<file path="src/rtl/osd_ctrl_if.sv">
// rtl/osd_ctrl_if.sv - host byte link and character buffer write bus for osd_ctrl
// master drives the host side; slave is the controller.
interface osd_ctrl_if #(
  parameter int C_addr_bits = 10
) ();
  logic                   i_frame;
  logic                   i_valid;
  logic [7:0]             i_data;
  logic                   o_wr_en;
  logic [C_addr_bits-1:0] o_wr_addr;
  logic [7:0]             o_wr_data;

  modport master (
    output i_frame, i_valid, i_data,
    input  o_wr_en, o_wr_addr, o_wr_data
  );

  modport slave (
    input  i_frame, i_valid, i_data,
    output o_wr_en, o_wr_addr, o_wr_data
  );
endinterface

</file>
<file path="src/rtl/osd_ctrl.sv">
// rtl/osd_ctrl.sv - OSD command sequencer: host byte frames to buffer writes, vsync-deferred enable
// Enable changes from host or button are held pending and applied on the vsync rising edge.
module osd_ctrl #(
  parameter int C_addr_bits  = 10,
  parameter bit C_en_default = 1'b0
) (
  input  logic        clk_pixel,
  input  logic        reset,
  osd_ctrl_if.slave   host,
  input  logic        i_btn,
  input  logic        i_vsync,
  output logic        o_osd_en,
  output logic        o_busy
);

  typedef enum logic [2:0] {
    S_IDLE,
    S_EN_ARG,
    S_ADDR_HI,
    S_ADDR_LO,
    S_DATA,
    S_SKIP
  } state_t;

  localparam logic [C_addr_bits-1:0] C_addr_one = C_addr_bits'(1);

  state_t                 state;
  state_t                 state_nx;
  logic                   r_frame_prev;
  logic                   r_btn_prev;
  logic                   r_vsync_prev;
  logic                   r_armed;
  logic                   pend_valid;
  logic                   pending_en;
  logic [C_addr_bits-1:0] addr;

  logic accept;
  logic frame_rise;
  logic cmd_take;
  logic btn_rise;
  logic vs_rise;
  logic cmd_en;
  logic new_valid;
  logic new_val;
  logic eff_val;

  assign accept     = host.i_valid & host.i_frame;
  assign frame_rise = host.i_frame & ~r_frame_prev;
  // r_armed covers the gap between the frame rising edge and its first byte
  assign cmd_take   = accept & (state == S_IDLE) & (r_armed | frame_rise);
  assign btn_rise   = i_btn & ~r_btn_prev;
  assign vs_rise    = i_vsync & ~r_vsync_prev;
  assign cmd_en     = accept & (state == S_EN_ARG);

  always_comb begin
    new_valid = cmd_en | btn_rise;
    new_val   = cmd_en ? host.i_data[0] : ~(pend_valid ? pending_en : o_osd_en);
    eff_val   = new_valid ? new_val : pending_en;
  end

  always_comb begin
    state_nx = state;
    if (!host.i_frame) begin
      state_nx = S_IDLE;
    end else if (accept) begin
      case (state)
        S_IDLE: begin
          if (cmd_take) begin
            case (host.i_data)
              8'h01:   state_nx = S_EN_ARG;
              8'h02:   state_nx = S_ADDR_HI;
              default: state_nx = S_SKIP;
            endcase
          end
        end
        S_EN_ARG:  state_nx = S_SKIP;
        S_ADDR_HI: state_nx = S_ADDR_LO;
        S_ADDR_LO: state_nx = S_DATA;
        S_DATA:    state_nx = S_DATA;
        S_SKIP:    state_nx = S_SKIP;
        default:   state_nx = S_IDLE;
      endcase
    end
  end

  always_ff @(posedge clk_pixel or posedge reset) begin
    if (reset) begin
      state          <= S_IDLE;
      o_busy         <= 1'b0;
      r_frame_prev   <= 1'b1;
      r_armed        <= 1'b0;
      addr           <= '0;
      host.o_wr_en   <= 1'b0;
      host.o_wr_addr <= '0;
      host.o_wr_data <= '0;
    end else begin
      state        <= state_nx;
      o_busy       <= (state_nx != S_IDLE);
      r_frame_prev <= host.i_frame;
      r_armed      <= host.i_frame & (r_armed | frame_rise) & ~cmd_take;
      host.o_wr_en <= 1'b0;
      if (accept) begin
        case (state)
          S_ADDR_HI: addr[C_addr_bits-1:8] <= host.i_data[C_addr_bits-9:0];
          S_ADDR_LO: addr[7:0] <= host.i_data;
          S_DATA: begin
            host.o_wr_en   <= 1'b1;
            host.o_wr_addr <= addr;
            host.o_wr_data <= host.i_data;
            addr           <= addr + C_addr_one;
          end
          default: ;
        endcase
      end
    end
  end

  // A new event coinciding with the vsync edge is applied directly rather than queued
  always_ff @(posedge clk_pixel or posedge reset) begin
    if (reset) begin
      o_osd_en     <= C_en_default;
      pending_en   <= C_en_default;
      pend_valid   <= 1'b0;
      r_btn_prev   <= 1'b0;
      r_vsync_prev <= 1'b0;
    end else begin
      r_btn_prev   <= i_btn;
      r_vsync_prev <= i_vsync;
      if (vs_rise && (new_valid || pend_valid)) begin
        o_osd_en   <= eff_val;
        pending_en <= eff_val;
        pend_valid <= 1'b0;
      end else if (new_valid) begin
        pending_en <= new_val;
        pend_valid <= 1'b1;
      end
    end
  end

endmodule

</file>
<file path="src/flat_wrapper.sv">
// flat-port wrapper written by rule: the top's interface ports become plain ports
module osd_ctrl_flat 
#(
  parameter int C_addr_bits  = 10,
  parameter bit C_en_default = 1'b0
)
  (clk_pixel, reset, i_btn, i_vsync, o_osd_en, o_busy, host_i_frame, host_i_valid, host_i_data, host_o_wr_en, host_o_wr_addr, host_o_wr_data);
  osd_ctrl_if #(.C_addr_bits(C_addr_bits)) host_i ();
  input  logic clk_pixel;
  input  logic reset;
  input  logic i_btn;
  input  logic i_vsync;
  output logic o_osd_en;
  output logic o_busy;
  input wire logic [$bits(host_i.i_frame)-1:0] host_i_frame;
  input wire logic [$bits(host_i.i_valid)-1:0] host_i_valid;
  input wire logic [$bits(host_i.i_data)-1:0] host_i_data;
  output wire logic [$bits(host_i.o_wr_en)-1:0] host_o_wr_en;
  output wire logic [$bits(host_i.o_wr_addr)-1:0] host_o_wr_addr;
  output wire logic [$bits(host_i.o_wr_data)-1:0] host_o_wr_data;
  assign host_i.i_frame = host_i_frame;
  assign host_i.i_valid = host_i_valid;
  assign host_i.i_data = host_i_data;
  assign host_o_wr_en = host_i.o_wr_en;
  assign host_o_wr_addr = host_i.o_wr_addr;
  assign host_o_wr_data = host_i.o_wr_data;
  osd_ctrl #(.C_addr_bits(C_addr_bits), .C_en_default(C_en_default)) u_core (.clk_pixel(clk_pixel), .reset(reset), .host(host_i), .i_btn(i_btn), .i_vsync(i_vsync), .o_osd_en(o_osd_en), .o_busy(o_busy));
endmodule
</file>
<file path="config.mk">
export PLATFORM = sky130hd
export DESIGN_NAME = osd_ctrl_flat
export DESIGN_NICKNAME = d
export VERILOG_FILES = /design/src/rtl/osd_ctrl_if.sv /design/src/rtl/osd_ctrl.sv /design/src/flat_wrapper.sv
export SDC_FILE = /design/constraint.sdc
export NUM_CORES = 1
export LEC_CHECK = 0
export ABC_CLOCK_PERIOD_IN_PS = 2150
export BUFFER_PORTS_ARGS = -buffer_cell sky130_fd_sc_hd__buf_2
export CORE_MARGIN = 1
export CORE_UTILIZATION = 50
export CTS_CLUSTER_DIAMETER = 200
export DETAILED_ROUTE_END_ITERATION = 10
export PLACE_DENSITY_LB_ADDON = 0.12
export SYNTH_ARGS = -nofsm -noshare
export SYNTH_HDL_FRONTEND = slang
export SYNTH_SLANG_ARGS = --single-unit
</file>
<file path="constraint.sdc">
create_clock -name clk_pixel -period 2.15 [get_ports clk_pixel]
set_input_delay 0 -clock clk_pixel [delete_from_list [all_inputs] [get_ports clk_pixel]]
set_output_delay 0 -clock clk_pixel [all_outputs]
set_load 0.03 [all_outputs]
</file>
==> impl_results.md <==
- EDFF count, synth: 0
- CTS Buf Count: 5
- Max Buffers Root-to-Sink: 2
- All-Layer GR Usage: 20.9%
- CP Launch Type: flip-flop
- Final Max Slew Viols: 0
- Outcome: finished clean
- Post-CTS Resized: 0
- Crit. End Element: flip-flop
- Hold Crit Start: host_i_data[0]
- Worst path top cell family by delay: simple AND/OR/NAND/NOR gates
- Mapped cell area: 0.00192 mm^2
- CTS tree: built
- Hold Violations, Final: 0
- Worst Path Class, Setup: reg -> reg
- Slowest-stage cell, CP: or3b_1
- CP Max Fanout: 19
- Cell Rows: 22
- Clk slew on worst S/H paths: 0.07 ns
- GPL Wtd Cong: 0.809
- Antenna violations before repair: 0
- Max IR drop VDD: 0.000771 V
- GRT Residual Overflow: 0
- Die width: 64.0 um
- P per Cell Area: 1280 mW/mm^2
- TNS Setup: 0 ns
- Cells after Synth: 167
- Layout cell share with drive strength beyond 1: 34.3%
- DR WL/cell: 13.9 um
- Die ar.: 0.00409 mm^2
- Slowest Stage Delay on Critical Path: 0.59 ns
- Max-cap violation count: 0
- Crit path DAT: 2.11 ns
- Dominant synthesized flop cell: dfrtp_1
- Clk Latency, worst-skew pair: 0.29 ns
- # setup viols final: 0
- Worst path bufs/invs: 0
- Clk sink count: 40
- Synth Net Count: 182
- Fraction of the cycle the final worst path needs: 90.1%
- Final net count: 230
- Initial core utilization: 52.4%
- Initial DRC count: 60
- H-tree levels: 2
- Core area: 0.00366 mm^2
- Post-synth top area cell: dfrtp_1
- DR vias: 1,423
- Antenna-violating nets left: 0
- Post-synth cell types: 50
- Area Growth Syn to Fin: 20.5%
- Root Buffer: clkbuf_8
- PortBufs: 34
- # diodes: 0
- R2r startpoint: u_core.state[2]
- RSZ-0062 raised after global routing: no
- Avg Synthesized Cell Area: 11.5 um^2
- Sequential area share after synthesis: 52.2%
- CP cell instances: or3b_1 > nor2_8 > mux2_2
- Setup bufs post-CTS: 0
- Post-Route WL: 3.66 mm
- Async set-reset flop share out of synthesis: 100%
- Largest net degree at the start of global routing: 41
- Max Clock Skew: 0.00170 ns
- First-pass GRT wire length: 6.42 mm
- Slew headroom: 67.4%
- Fill count: 303
- Post-synth top area share: 50.8%
- Tmin final: 1.94 ns
- Die Y-Extent: 64.0 um
- Worst slew pin tran: 0.490 ns
- P_leak: 1.04 nW
- Ports: 35
- Placed wire-length estimate: 2.56 mm
- Number of global-route vias before repair: 1,420
- Drt first pass iters: 4
- Vias/cell: 5.39
- Most common cell after layout, fill and taps aside: dfrtp_1
- Yosys warnings: 0
- Hold Buf Count CTS: 10
- Remaining DRCs: 0
- WHS: 0.0193 ns
- Worst Path Required: 2.33 ns
- Synth area leaders: dfrtp_1 51%, mux2_2 12%, a21oi_1 2.9%
- F_max: 0.516 GHz
- Commonest non-fill, non-tap cells in the layout: 39 x dfrtp_1, 34 x buf_2, 20 x mux2_2
- Hold crit path type: in -> reg
- Seq cells post-synth: 40
- Worst setup path startpoint: u_core.state[2]
==> power by group <==
part / switching, mW / total, mW / internal, mW
clock: 0.233 / 0.494 / 0.261
combinational: 0.727 / 1.19 / 0.459
sequential: 0.236 / 1.29 / 1.05
==> routing by layer <==
metal  share of wire (%)  track usage [%]
met5                   0                0
met2                  48             34.4
met3                 4.2             5.36
met1                  47             26.3
met4                 1.1             7.67
==> synth_stat cells, drive strengths merged (2+ instances only) <==
cell and instances:
mux2 22, nand2 14, nand3 8, a31oi 2, a22o 2, a21oi 13, nor2 9, o21ai 7
nand4 2, nor3b 2, inv 6, o31ai 2, dfrtp 39, nor3 2, nor2b 3, buf 6
o22ai 2
==> worst paths after layout <==
kind,to,slack (ns),cells after the start
setup / recovery,u_core.host.o_wr_addr[3],0.21,3
max in group asynchronous,u_core.r_frame_prev,1.42,4
min in group asynchronous,u_core.r_btn_prev,0.37,4
hold reg to reg,u_core.host.o_wr_addr[9],0.49,1
hold / removal,u_core.state[1],0.02,2
setup reg to reg,u_core.host.o_wr_addr[3],0.21,3
==> area by class of cell <==
cell class,instances,area (um^2),area share (%)
inverter,6,22.5,0.973
timing repair buffer,48,300,13.0
tap,48,60.1,2.60
multi-input combinational,114,838,36.2
clock buffer,8,90.1,3.89
sequential,40,1000,43.3
==> worst reg2reg max path: cells and delay by family (launching register included) <==
kind	cells	cell delay, ns
flops	1	0.47
mux	1	0.39
simple gates	2	0.97
==> per-stage QoR <==
step | power, mW | area (um^2) | cells | utilization, % | worst slack (ns)
2_1_floorplan | 2.14 | 1920 | 167 | - | 0.337
3_3_place_gp | 2.44 | 2120 | 246 | 58.0 | 0.267
3_5_place_dp | 2.48 | 2120 | 246 | 58.0 | 0.199
4_1_cts | 3.00 | 2310 | 264 | 63.2 | 0.198
5_1_grt | 3.17 | 2310 | 264 | 63.2 | 0.0969
6_report | 2.97 | 2310 | 264 | 63.2 | 0.214
==> logic make-up after synthesis <==
| group | share of synthesized area [%] |
|---|---|
| xor gates and xnor gates | 0.913 |
| AOI/OAI and AO/OA | 13.7 |
| DFF | 52.2 |
| adders and majority gates | 0.652 |
| muxes | 13.4 |
| and+or+nand+nor | 15.0 |
| buffers and inverters | 4.11 |
==> state kept, by name (all words and copies together) (netlist names) <==
signal	count
u_core.host.o_wr_data	8
u_core.addr	10
u_core.r_vsync_prev	1
u_core.host.o_wr_addr	10
u_core.r_frame_prev	1
u_core.pending_en	1
u_core.pend_valid	1
u_core.o_osd_en	1
u_core.o_busy	1
u_core.host.o_wr_en	1
u_core.r_btn_prev	1
u_core.r_armed	1
u_core.state	3
Note: power is estimated with default switching activity, not from simulation.
